`config.mk`:
```
export PLATFORM = sky130hd
export DESIGN_NAME = interrupt_request_register
export DESIGN_NICKNAME = d
export VERILOG_FILES = /design/src/rtl/irr_pkg.sv /design/src/rtl/irr_bit_cell.sv /design/src/rtl/interrupt_request_register.sv
export SDC_FILE = /design/constraint.sdc
export NUM_CORES = 1
export LEC_CHECK = 0
export CAP_MARGIN = 30
export CORE_AREA = 2 2 46 48
export CTS_BUF_LIST = sky130_fd_sc_hd__clkbuf_16
export CTS_CLUSTER_SIZE = 30
export DETAILED_ROUTE_END_ITERATION = 10
export DIE_AREA = 0 0 48 50
export HOLD_SLACK_MARGIN = 0.05
export PLACE_DENSITY = 0.77
export SYNTH_ARGS = -nofsm -noshare
export SYNTH_HDL_FRONTEND = slang
export SYNTH_SLANG_ARGS = --single-unit
```
`constraint.sdc`:
```
create_clock -name clk -period 2.1 [get_ports clk]
set_input_delay 0.42 -clock clk [delete_from_list [all_inputs] [get_ports clk]]
set_output_delay 0.42 -clock clk [all_outputs]
set_load 0.005 [all_outputs]
```
`src/rtl/irr_pkg.sv`:
```
// Shared definitions for the 8259A-compatible interrupt request register.
// Width default, LTIM encodings and the request-vector type.
package irr_pkg;

    localparam int NUM_IRQ = 8;

    localparam logic LTIM_EDGE  = 1'b0;
    localparam logic LTIM_LEVEL = 1'b1;

    typedef logic [NUM_IRQ-1:0] irq_vec_t;

endpackage : irr_pkg

```
`src/rtl/irr_bit_cell.sv`:
```
// One IR channel: previous-level flop, rising-edge detect, request flop and clear.
// prevLevel resets high so a line held high through reset never looks like a fresh edge.
module irr_bit_cell
    import irr_pkg::*;
(
    input  logic clk,
    input  logic reset,
    input  logic sensitivityMode,
    input  logic level,
    input  logic clearRequest,
    output logic interruptRequest
);

    logic prevLevel;
    logic risingEdge;
    logic nextRequest;

    assign risingEdge = level & ~prevLevel;

    // A new edge wins over a same-cycle clear; a held request drops if the line falls.
    always_comb begin
        nextRequest = 1'b0;
        if (sensitivityMode == LTIM_LEVEL) begin
            nextRequest = level;
        end else begin
            nextRequest = risingEdge | (interruptRequest & level & ~clearRequest);
        end
    end

    always_ff @(posedge clk or posedge reset) begin
        if (reset) begin
            prevLevel        <= 1'b1;
            interruptRequest <= 1'b0;
        end else begin
            prevLevel        <= level;
            interruptRequest <= nextRequest;
        end
    end

endmodule : irr_bit_cell

```
`src/rtl/interrupt_request_register.sv`:
```
// Interrupt Request Register: captures IR0..IR7 in edge or level mode for the priority resolver.
// Optional IRR_SYNC_EN adds a 2-flop input synchronizer (latency 3 clocks instead of 1).
module interrupt_request_register
    import irr_pkg::*;
#(
    parameter int NUM_IRQ = irr_pkg::NUM_IRQ
) (
    input  logic               clk,
    input  logic               reset,
    input  logic               sensitivityMode,
    input  logic [NUM_IRQ-1:0] peripheralInterrupts,
    input  logic [NUM_IRQ-1:0] clearRequest,
    output logic [NUM_IRQ-1:0] interruptRequest
);

    logic [NUM_IRQ-1:0] level;

`ifdef IRR_SYNC_EN
    logic [NUM_IRQ-1:0] syncStage1;
    logic [NUM_IRQ-1:0] syncStage2;

    // Synchronizer resets high to match prevLevel, so reset cannot fabricate edges.
    always_ff @(posedge clk or posedge reset) begin
        if (reset) begin
            syncStage1 <= '1;
            syncStage2 <= '1;
        end else begin
            syncStage1 <= peripheralInterrupts;
            syncStage2 <= syncStage1;
        end
    end

    assign level = syncStage2;
`else
    assign level = peripheralInterrupts;
`endif

    for (genvar n = 0; n < NUM_IRQ; n++) begin : gen_cell
        irr_bit_cell u_cell (
            .clk              (clk),
            .reset            (reset),
            .sensitivityMode  (sensitivityMode),
            .level            (level[n]),
            .clearRequest     (clearRequest[n]),
            .interruptRequest (interruptRequest[n])
        );
    end

endmodule : interrupt_request_register

```
Word-level counts from Yosys, hierarchy flattened --
Index checks and enable logic that the tools add are counted. Widths: inputs -> output; s select.
Storage, ports and cells: input bits 19, flip-flop bits (word level) 16, output and inout bits 8
Cells by class: bitwise gates (word level) 48, muxes and demuxes 8
Operators with widths (number):
- $and 1x1->1 | 24
- $not 1->1 | 16
- $mux 1 | 8
- $or 1x1->1 | 8

Depth between registers and ports, before layout --
Gate-level depths: netlist (run 1).
depth after elaboration 4, gate-level depth with buffers 2, gate-level depth less buffers 2

Modules after synthesis --
Synthesis (run 1) repeated with hierarchy kept, for this count alone.
Second synthesis, totals: cells, all modules 48, area total of the unflattened synthesis 590.6 um2
Modules (own cells, without submodules):
- irr_bit_cell | times used 8, cells each 6, area an instance 73.8 um2

Worst setup path before layout (run 1) --
Ideal clock, no wire load.
kind in2reg, start input sensitivityMode, end register gen_cell[0].u_cell.interruptRequest, required time 1976 ps, path slack 1176 ps, stages on the path 2, data arrival time 800 ps, cells stage by stage buf_6 > o31a_1
On the way: cells in the longest elaborated chain, start to end 1
Ends and longest elaborated chain:
- from (decl) | line interrupt_request_register.sv:10 | input logic sensitivityMode,
- $mux 1 | line irr_bit_cell.sv:23 | if (sensitivityMode == LTIM_LEVEL) begin
- named net gen_cell[0].u_cell.nextRequest | line irr_bit_cell.sv:16 | logic nextRequest;
- to (signal assigned) | line irr_bit_cell.sv:36 | interruptRequest <= nextRequest;
- to (decl) | line irr_bit_cell.sv:11 | output logic interruptRequest
The timed path passes the listed nets, and every way through them passes these cells.

Worst setup path in the final report (run 1) --
start register gen_cell[1].u_cell.interruptRequest, end output interruptRequest[1]
RTL lines:
- from (decl) | line irr_bit_cell.sv:11
- from (signal assigned) | line irr_bit_cell.sv:36
- to (decl) | line interrupt_request_register.sv:13 | output logic [NUM_IRQ-1:0] interruptRequest
No word-level cell between the ends.

==> run summary, run 1 <==
The proportion of power drawn by combinational gates is 0.110, and the switching part of the total power is 0.166. The clock share of power is 0.447, and the highest attainable clock frequency is 0.671 GHz. In this run, synthesis produced a sequential element count of 16.

Entering global routing, the biggest net connects 17 pins. Along the worst path, the maximum fanout reaches 2. The run gives 0.646 as the sequential share of the synthesized area.

The last weighted congestion value of the routability-driven placer is 0.554, and the floorplan die width is 48 um. The logs give 1.64 mm for the wire length of the first global-routing pass and 0.614 for the relative max-transition margin. For this block, the initial DRC count from the detailed router was 5. Cell internal power was estimated by the tool at 0.000640 W.

The number of gates resized after CTS was 0. The area of the core was 0.00190 mm^2; the net count after synthesis was 69. The final-layout fill cell count came out at 188. The worst setup path is launched from a flop. In this run the core area contains 16 standard-cell rows. The max-slew violation count is 0.

The run gives 636 um^2 as the summed instance area of the synthesized netlist. Vias per cell: 3.99. The initial antenna violation count was 0; the number of input and output port buffers inserted was 26. Clock skew on the completed layout was measured at 0.000720 ns. Pin placement for this block handled 27 I/O pins.

The signal on the critical path passes through clkdlybuf4s50_1. For the pin with the worst max-slew slack, the measured transition is 0.579 ns. The tools report the summed negative setup slack over all endpoints as 0 ns. Summed over all layers, the routed wires come to 937 um. For the sink count of the clock tree, the log shows 16. TritonCTS built the clock tree. The tools report the library cell used as clock root buffer as sky130_fd_sc_hd__clkbuf_16.

The leakage power summed over all cells was 0.402 nW. For the finished layout, the period the worst path requires is 1.49 ns. The switching power came out at 0.000127 W. The path class of the tightest hold or removal check is flop to flop.

In the layout the commonest cells are 26 x sky130_fd_sc_hd__clkdlybuf4s50_1, 9 x sky130_fd_sc_hd__inv_1. Kind of cell with the highest combined delay on the critical path: buffers and inverters. Dominant cell type by area after synthesis: sky130_fd_sc_hd__dfstp_2. The number of buffers added by the clock tree synthesis step is 3, and the synthesized area per cell is 12.7 um^2.

For this run, the detailed router's first-pass iteration total came to 2. The effective utilization at floorplan came out at 0.334. The detailed placer's ending HPWL was 758 um.

On the worst path, the slowest cell contributes a delay of 0.50 ns. Leaving out fill and tap cells, the most frequent cell in the layout is sky130_fd_sc_hd__clkdlybuf4s50_1. The share of the synthesized area in the top cell type is 0.331, and the final worst-path cycle share is 0.710. The number of hold-slack violations in the final timing report was 0. The flow ran to the end, and the final reports show no timing, DRC or antenna violations. Hold repair after CTS inserted 0 buffers. Counting along the longest clock path gives a buffer depth of 2.

The tools report the type of element capturing the critical path as a primary output. For this run, design rule violations remaining after detail routing come to 0. Setup repair after global routing left no endpoint under its margin. The tools report the net count of the finished layout as 91. For the number of maximum-capacitance constraint violations, the log shows 0. The worst path buffer plus inverter count was 1; the area added between synthesis and finish was 46.9%. The routed wire length per instance came out at 9.66 um. Detailed routing inserted a total of 387 vias. The vertical die dimension came out at 50 um.

The run gives 0.0977 as the combined global-route utilization of all metal layers. The worst register-to-register path has a setup slack of 1.18 ns. Overall power consumption after layout is estimated at 0.000768 W. The logs give 0.443 for the register share of total power and 1.68 ns for the required time of the worst setup path. The post-synthesis cell count was 50; the power per cell area was 822 mW/mm^2. The count of nets left with antenna violations once routing finished came out at 0.

Yosys attributes the largest share of cell area to sky130_fd_sc_hd__dfstp_2 33%, sky130_fd_sc_hd__dfrtp_1 31%, sky130_fd_sc_hd__o31a_1 11%. Setup violations remaining at the end of the flow were counted as 0. For the count of cell types in the netlist, the log shows 7. The maximum vdd drop is 531 uV, and the antenna cell count is 0. The share of post-route cells with drive strength above 1 was 0.157.

The run gives 0.23 ns as the clock insertion delay at the later pin of the skew report. The slowest cell on the critical path is sky130_fd_sc_hd__clkdlybuf4s50_1. The logs give 0 for the sum of overflow across all layers after global routing and 0.00240 mm^2 for the full die area. The logs give 1 for the number of H-tree branching levels and 1.07 ns for the data arrival time of the worst path. The clock-pin slew of the registers on the worst-case setup and hold paths was 0.04 ns; the number of buffers inserted by post-CTS setup repair was 0. The critical path class is flop to primary output.

The Yosys step of the flow raised 0 warnings. The run gives 444 as the number of global-route vias before repair.
==> cell families after synthesis <==
| kind of cell | after synthesis | synth area share |
|---|---|---|
| compound gates | 8 | 0.110 |
| buf+inv | 18 | 0.165 |
| flops | 16 | 0.646 |
| simple gates | 8 | 0.0787 |
==> final timing paths <==
check	cells after the start	endpoint	start
min in group asynchronous	2	gen_cell[2].u_cell.interruptRequest$_DFF_PP0_	reset
setup reg to reg	2	gen_cell[4].u_cell.interruptRequest$_DFF_PP0_	gen_cell[4].u_cell.prevLevel$_DFF_PP1_
max in group asynchronous	2	gen_cell[3].u_cell.interruptRequest$_DFF_PP0_	reset
hold reg to reg	2	gen_cell[5].u_cell.interruptRequest$_DFF_PP0_	gen_cell[5].u_cell.prevLevel$_DFF_PP1_
hold / removal	2	gen_cell[5].u_cell.interruptRequest$_DFF_PP0_	gen_cell[5].u_cell.prevLevel$_DFF_PP1_
setup / recovery	1	interruptRequest[1]	gen_cell[1].u_cell.interruptRequest$_DFF_PP0_
==> per-layer routing <==
layer,up-vias,GRT usage,part of all wire
li1,190,-,-
met1,179,0.104,0.44
met2,16,0.167,0.50
met3,2,0.0330,0.059
met4,0,0.0405,0.0053
met5,-,0,0
==> stage by stage <==
stage                     instances  setup WS [ns]  hold WS, ns   util  area, um^2
after floorplan                  50           1.18        0.328      -         636
after global placement           94          0.611        0.528  0.451         858
after detailed placement         94          0.605        0.536  0.451         858
after CTS                        97          0.596        0.546  0.491         933
after global routing             97          0.546        0.566  0.491         933
final                            97          0.610        0.539  0.491         933
==> area by class of cell <==
| cell class | count | area (um^2) | area share |
|---|---|---|---|
| Clock buffer | 3 | 75.1 | 0.0804 |
| Multi-Input combinational cell | 16 | 120 | 0.129 |
| Timing Repair Buffer | 26 | 260 | 0.279 |
| Sequential cell | 16 | 410 | 0.440 |
| Tap cell | 27 | 33.8 | 0.0362 |
| Inverter | 9 | 33.8 | 0.0362 |
==> registers in the layout, indices dropped and copies added (netlist names) <==
| signal | cells |
|---|---|
| gen_cell.u_cell.interruptRequest | 8 |
| gen_cell.u_cell.prevLevel | 8 |
==> cells in the mapped netlist <==
library cell,count
sky130_fd_sc_hd__dfrtp_1,8
sky130_fd_sc_hd__nor2b_1,8
sky130_fd_sc_hd__buf_6,1
sky130_fd_sc_hd__dfstp_2,8
sky130_fd_sc_hd__buf_4,8
sky130_fd_sc_hd__o31a_1,8
sky130_fd_sc_hd__inv_1,9
==> power groups by stage <==
stage	clock network, W	registers [W]	logic [W]
floorplan	0	0.000343	0.0000419
global placement	0	0.000344	0.0000843
detailed placement	0	0.000344	0.0000862
CTS	0.000355	0.000340	0.0000864
global route	0.000375	0.000343	0.0000929
finish	0.000343	0.000340	0.0000842
(Power assumes the default switching activity.)
==> run 2, diff against run 1 <==
Settings changed: PLACE_DENSITY 0.77 to 0.79.
Clock period 2.1 ns to 1.28 ns, I/O delays scaled along.
==> run 2 against run 1 <==
Against the previous run:
- first-iteration DRC count down 100%
- utilization up 1.3 points
- worst setup slack worse by 0.46 ns
- critical path type unchanged
- critical endpoint is now interruptRequest[2]
==> run summary, run 2 (synthesis results as in run 1) <==
The run gives 0.913 (+0.299) as the relative max-transition margin. For the setup clock skew after layout, the log shows 0.000161 ns (-0.000559 ns). The clock-pin slew of the registers on the worst-case setup and hold paths is 0.05 ns (about the same), and the power per cell area is 1330 mW/mm^2 (+62%). For the wire length reported by the detailed router, the log shows 1.04 mm (+11%). The clock share of power came out at 0.457 (+0.010). The cell-internal power was 0.00105 W (+64%).

For the leakage power summed over all cells, the log shows 0.439 nW (+9.3%). The transition time at the pin with the least slew margin was 0.131 ns (-0.448 ns); the area added between synthesis and finish was 50.6%. The logs give 0.24 ns (about the same) for the clock insertion delay at the later pin of the skew report and 0 ns (unchanged) for the summed negative setup slack over all endpoints.

Clock tree synthesis selected as its root buffer the cell sky130_fd_sc_hd__clkbuf_16. The tools report the maximum number of pins on one net before global-route repair as 11 (-6). The area of the core came out at 0.00190 mm^2 (unchanged).

The number of buffers inserted by post-CTS setup repair was 0 (unchanged); the number of buffers added by the clock tree synthesis step was 3 (unchanged). The total DRC errors in the routed layout was 0 (unchanged). The sink count of the clock tree was 16 (unchanged); the final critical path time including I/O delays and setup was 1.13 ns. The kind of cell with the highest combined delay along the critical path is flip-flops. For the placed cell count, the log shows 98 (+4.3%). The switching part of the total power is 0.176 (+0.0104), and the register share of total power is 0.436 (-0.007). The detailed placer's ending HPWL is 812 um (+7.1%), and the number of top-level pins is 27 (unchanged).

The data arrival time of the worst path came out at 0.87 ns (-0.20 ns). Cell depth of the worst setup path: 1 (unchanged). The final-layout fill cell count is 183 (-2.7%). The number of buffers between clock root and the deepest sink is 2 (unchanged), and the number of cells in the finished layout apart from fillers is 102 (+5.2%).

The tools report the number of H-tree branching levels as 1 (unchanged). The depth of the worst register-to-register path is 2 (unchanged), and the switching power is 0.000225 W (+77%). The library cells used most frequently in the layout, excluding fill and tap cells, are 18 x sky130_fd_sc_hd__clkdlybuf4s50_1, 9 x sky130_fd_sc_hd__inv_1. The final worst-path cycle share works out to 0.882. The share of post-route cells with drive strength above 1 works out to 0.200 (+0.0429). The effective utilization at floorplan is 0.334 (unchanged).

The last weighted congestion value of the routability-driven placer came out at 0.571 (+3.1%). The vias per cell was 3.97 (-0.48%). Setup repair after global routing left no endpoint under its margin.

Leaving out fill and tap cells, the most frequent cell in the layout is sky130_fd_sc_hd__clkdlybuf4s50_1. The logs give 1.79 mm (+9.3%) for the wire length of the first global-routing pass and 0.00128 W (+66%) for the sum of internal, switching and leakage power. For the number of routed nets with antenna violations, the log shows 0 (unchanged). The tools report the final core area utilization as 0.503 (+0.0125). Slowest cell on the critical path: sky130_fd_sc_hd__dfrtp_1. The net count of the finished layout was 95 (+4.4%); the initial antenna violation count was 0 (unchanged).

The number of core rows came out at 16 (unchanged). The via count of the routed design is 405 (+4.7%). The worst path buffer plus inverter count was 1 (unchanged); the routed wire length per instance was 10.2 um (+5.5%). The largest registers in the layout are gen_cell.u_cell.interruptRequest x8, gen_cell.u_cell.prevLevel x8. The run gives 948 uV (+79%) as the maximum vdd drop. The run gives 120 um^2 (unchanged) as the footprint of the multi-input gates. Proportion of power drawn by combinational gates: 0.107 (-0.003). The flow ran to the end, and the final reports show no timing, DRC or antenna violations. The initial DRC count is 0 (-5). The worst setup path is captured at a primary output.

For the number of hold-slack violations in the final timing report, the log shows 0 (unchanged). The critical path is of the flop to primary output type. The register area is 410 um^2 (unchanged).

Required time of the worst setup path: 1.02 ns (-0.66 ns). The min-delay analysis places its worst path in the category input port to async pin. The final count of negative-setup-slack endpoints is 0 (unchanged), and the longest individual stage delay on the worst path is 0.37 ns (-0.13 ns).

TritonCTS built the clock tree. The critical path goes through dlygate4sd2_1. The run gives 0 (unchanged) as the antenna cell count. For the full die area, the log shows 0.00240 mm^2 (unchanged). The number of global-route vias before repair is 464 (+4.5%).

The vertical die dimension was 50 um (unchanged). The floorplan die width works out to 48 um (unchanged). Timing would allow up to 0.886 GHz. The combined global-route utilization of all metal layers was 0.108 (+0.00991). The largest fanout on the critical path is 2 (unchanged).

The number of input and output port buffers inserted is 26 (unchanged). The number of search-and-repair iterations in the first detailed-routing pass is 1 (-1), and the max-slew violation count is 0 (unchanged). The tools report the startpoint type of the worst setup path as a flop.

The sum of overflow across all layers after global routing was 0 (unchanged); the number of maximum-capacitance constraint violations was 0 (unchanged).
==> run 2: stage by stage <==
step / setup slack (ns) / hold slack, ns / cell area, um^2
after floorplan: 0.386 / 0.164 / 636
after global placement: 0.0222 / 0.527 / 888
after detailed placement: 0.00134 / 0.536 / 888
after CTS: 0.138 / 0.305 / 957
after global routing: 0.106 / 0.345 / 957
final: 0.151 / 0.300 / 957
==> run 2: repair_timing <==
item                       in CTS  in global routing
resized for setup               8                  0
hold buffers                    0                  0
setup endpoints to repair       8                  0
==> run 2: power groups by stage <==
| stage | Sequential [W] | Clock, W | Combinational (W) |
|---|---|---|---|
| after floorplan | 0.000562 | 0 | 0.0000687 |
| after global placement | 0.000564 | 0 | 0.000148 |
| after detailed placement | 0.000565 | 0 | 0.000152 |
| after CTS | 0.000557 | 0.000603 | 0.000141 |
| after global routing | 0.000562 | 0.000632 | 0.000152 |
| final | 0.000557 | 0.000583 | 0.000137 |
==> run 2: worst reg2reg max path: cells and delay by family, from the launching register on <==
family                 cells  cell delay [ns]
buffers and inverters      1             0.03
DFF                        1             0.51
AOI/OAI and AO/OA          1             0.26
==> run 2: path summary, 6_finish.rpt <==
kind | from | to | slack, ns
max | gen_cell[2].u_cell.interruptRequest$_DFF_PP0_ | interruptRequest[2] | 0.15
min | reset | gen_cell[6].u_cell.interruptRequest$_DFF_PP0_ | 0.30
max reg2reg | gen_cell[7].u_cell.prevLevel$_DFF_PP1_ | gen_cell[7].u_cell.interruptRequest$_DFF_PP0_ | 0.36
min reg2reg | gen_cell[3].u_cell.prevLevel$_DFF_PP1_ | gen_cell[3].u_cell.interruptRequest$_DFF_PP0_ | 0.54
max in group asynchronous | reset | gen_cell[2].u_cell.prevLevel$_DFF_PP1_ | 0.74
min in group clk | peripheralInterrupts[7] | gen_cell[7].u_cell.prevLevel$_DFF_PP1_ | 0.45
==> run 2: per-layer routing <==
metal | GRT usage | wire, um | up-vias
met5 | 0 | 0 | -
met1 | 0.113 | 428 | 189
met2 | 0.189 | 558 | 16
met4 | 0.0405 | 0 | 0
met3 | 0.0330 | 51 | 0
li1 | - | - | 200
==> run 2: layout make-up <==
cell class                 instances  area share
sequential                        16       0.429
timing repair buffer              30       0.293
multi-input combinational         16       0.125
clock buffer                       3      0.0784
inverter                           9      0.0353
tap                               27      0.0353
clock inverter                     1     0.00392
==> run 3, diff against run 2 <==
==> constraint.sdc (replaced) <==
create_clock -name clk -period 1.28 [get_ports clk]
set_input_delay 0.192 -clock clk [delete_from_list [all_inputs] [get_ports clk]]
set_output_delay 0.192 -clock clk [all_outputs]
set_load 0.005 [all_outputs]
==> run 3 against run 2 <==
Against the previous run:
- maximum frequency up 6.9%
- sequential power about the same
- critical path depth unchanged
- register-to-register slack about the same
- die area unchanged
- wire length up 0.67%
- clock power down 3.6%
- critical path type unchanged
==> run summary, run 3 (synthesis results as in run 1) <==
The run finished with clean final reports. Met2 wire length: 544 um (-2.5%). The total DRC errors in the routed layout is 0 (unchanged), and the number of top-level pins is 27 (unchanged). The antenna cell count was 0 (unchanged); the number of H-tree branching levels was 1 (unchanged). For the max-slew violation count, the log shows 0 (unchanged).

The number of hold-slack violations in the final timing report is 0 (unchanged). For the leakage power summed over all cells, the log shows 0.496 nW (+13%). Area added between synthesis and finish: 53.0%. Setup clock skew after layout: 0.0000918 ns (-0.0000691 ns). The startpoint type of the worst setup path is a flop. The library cell used most frequently in the layout, excluding fill and tap cells, is sky130_fd_sc_hd__clkdlybuf4s50_1. For the summed negative setup slack over all endpoints, the log shows 0 ns (unchanged). The initial antenna violation count is 0 (unchanged).

The run gives 0.00240 mm^2 (unchanged) as the full die area. The longest individual stage delay on the worst path was 0.37 ns (about the same). For the last weighted congestion value of the routability-driven placer, the log shows 0.571 (about the same). The library cell used as clock root buffer is sky130_fd_sc_hd__clkbuf_16.

STA classifies the critical path endpoint as a primary output. The logs give 0.35 ns (about the same) for the register-to-register setup slack and 1 (+1) for the initial DRC count. The cell-internal power is 0.00105 W (-0.12%), and the final count of negative-setup-slack endpoints is 0 (unchanged). For the register share of total power, the log shows 0.442 (+0.006). Vertical die dimension: 50 um (unchanged).

The number of global-route vias before repair was 457 (-1.5%). The maximum number of pins on one net before global-route repair is 11 (unchanged). The clock-pin slew of the registers on the worst-case setup and hold paths is 0.04 ns (about the same). The logs give 1.05 mm (+0.67%) for the wire length reported by the detailed router and 3 (unchanged) for the number of buffers added by the clock tree synthesis step. For the highest attainable clock frequency, the log shows 0.947 GHz (+6.9%). The relative max-transition margin was 0.917 (+0.00471). TritonCTS built the clock tree.

The run gives 0.334 (unchanged) as the effective utilization at floorplan. The area of the core is 0.00190 mm^2 (unchanged), and the sum of internal, switching and leakage power is 0.00126 W (-1.3%). The logs give 435 um (+1.6%) for the routed metal-1 wirelength and 2 (unchanged) for the number of buffers between clock root and the deepest sink. The share of post-route cells with drive strength above 1 was 0.192 (-0.00822); the largest fanout on the critical path was 2 (unchanged). The count of cells resized by post-cts repair came out at 1 (-7). The switching power is 0.000210 W (-6.6%), and the transition time at the pin with the least slew margin is 0.124 ns (-0.00707 ns). The switching part of the total power is 0.167 (-0.00953), and the number of search-and-repair iterations in the first detailed-routing pass is 2 (+1). The detailed-routed wire length on met3 was 67 um (+31%). Walking the worst path, the cells encountered are dlygate4sd2_1. The slowest cell on the critical path is sky130_fd_sc_hd__dfrtp_1. The vias per cell was 4.10 (+3.3%); the number of buffers inserted by post-CTS setup repair was 0 (unchanged).

The via count of the routed design is 410 (+1.2%), and the number of core rows is 16 (unchanged). After detailed routing, no signal wire sits above met3. The wire length of the first global-routing pass came out at 1.66 mm (-7.7%).

The kind of cell with the highest combined delay on the critical path is flip-flops. The tools report the final-layout fill cell count as 173 (-5.5%). The floorplan die width is 48 um (unchanged). The largest registers in the layout are gen_cell.u_cell.interruptRequest x8, gen_cell.u_cell.prevLevel x8. The run gives 0 (unchanged) as the sum of overflow across all layers after global routing. The detailed placer's ending HPWL is 822 um (+1.2%). Combined global-route utilization of all metal layers: 0.101 (-0.00637). In the layout the commonest cells are 18 x sky130_fd_sc_hd__clkdlybuf4s50_1, 9 x sky130_fd_sc_hd__inv_1. The clock insertion delay at the later pin of the skew report is 0.23 ns (about the same). The footprint of the multi-input gates was 120 um^2 (unchanged); the proportion of power drawn by combinational gates was 0.112 (+0.005). The type of the most critical hold path was input port to async pin.

For the clock share of power, the log shows 0.446 (-0.011). For the sink count of the clock tree, the log shows 16 (unchanged). The number of input and output port buffers inserted is 26 (unchanged).

The required time of the worst setup path came out at 1.09 ns (+0.07 ns). The power per cell area was 1300 mW/mm^2 (-2.8%). The final critical path time including I/O delays and setup was 1.06 ns (-0.0724 ns). The run gives 94 (-1.1%) as the net count of the finished layout. The number of routed nets with antenna violations came out at 0 (unchanged). For the data arrival time of the worst path, the log shows 0.86 ns (about the same). The number of maximum-capacitance constraint violations came out at 0 (unchanged).

The critical path class was flop to primary output. Setup repair after global routing left no endpoint under its margin. The worst path buffer plus inverter count was 1 (unchanged); the register area was 410 um^2 (unchanged).

The routed wire length per instance was 10.5 um (+2.7%). The final worst-path cycle share is 0.825 (-0.0566), and the maximum vdd drop is 673 uV (-29%). The tools report the number of hold buffers added after cts as 0 (unchanged).
-- run 3: cell types whose count changed in the layout (fill, tap and decap cells not counted) --
| cell | delta |
|---|---|
| sky130_fd_sc_hd__clkinv_1 | -1 |
| sky130_fd_sc_hd__buf_4 | -1 |
| sky130_fd_sc_hd__dlygate4sd2_1 | -7 |
| sky130_fd_sc_hd__dlymetal6s2s_1 | +7 |
-- run 3: routing by layer --
layer,track usage,vias up
met5,0,-
met4,0.0541,0
met3,0.0330,0
met2,0.171,16
met1,0.104,197
li1,-,197
-- run 3: power by group through the flow --
stage / clock (W) / combinational, W / sequential [W]
2_1_floorplan: 0 / 0.0000687 / 0.000562
3_3_place_gp: 0 / 0.000145 / 0.000564
3_5_place_dp: 0 / 0.000149 / 0.000565
4_1_cts: 0.000581 / 0.000149 / 0.000559
5_1_grt: 0.000605 / 0.000154 / 0.000562
6_report: 0.000562 / 0.000141 / 0.000558
-- run 3: metrics by stage --
stage	util	hold slack [ns]	setup slack (ns)	area [um^2]	instances
6_report	0.511	0.241	0.224	972	100
5_1_grt	0.511	0.285	0.188	972	100
3_3_place_gp	0.463	0.487	0.0858	881	97
2_1_floorplan	-	0.100	0.386	636	50
4_1_cts	0.502	0.242	0.00111	955	100
3_5_place_dp	0.463	0.483	0.0498	881	97
-- run 3: area by class of cell --
class                   instances  share of cell area
well taps                      27              0.0347
multi-input cells              16               0.124
inverters                       9              0.0347
flip-flops and latches         16               0.422
clock buffers                   3              0.0772
repair buffers                 29               0.308
-- run 3: final timing paths --
kind / from / endpoint / cells after the start
max: gen_cell[7].u_cell.interruptRequest$_DFF_PP0_ / interruptRequest[7] / 1
min: reset / gen_cell[6].u_cell.interruptRequest$_DFF_PP0_ / 3
max reg2reg: gen_cell[2].u_cell.prevLevel$_DFF_PP1_ / gen_cell[2].u_cell.interruptRequest$_DFF_PP0_ / 2
min reg2reg: gen_cell[5].u_cell.prevLevel$_DFF_PP1_ / gen_cell[5].u_cell.interruptRequest$_DFF_PP0_ / 2
max in group asynchronous: reset / gen_cell[2].u_cell.prevLevel$_DFF_PP1_ / 3
min in group clk: peripheralInterrupts[7] / gen_cell[7].u_cell.prevLevel$_DFF_PP1_ / 1
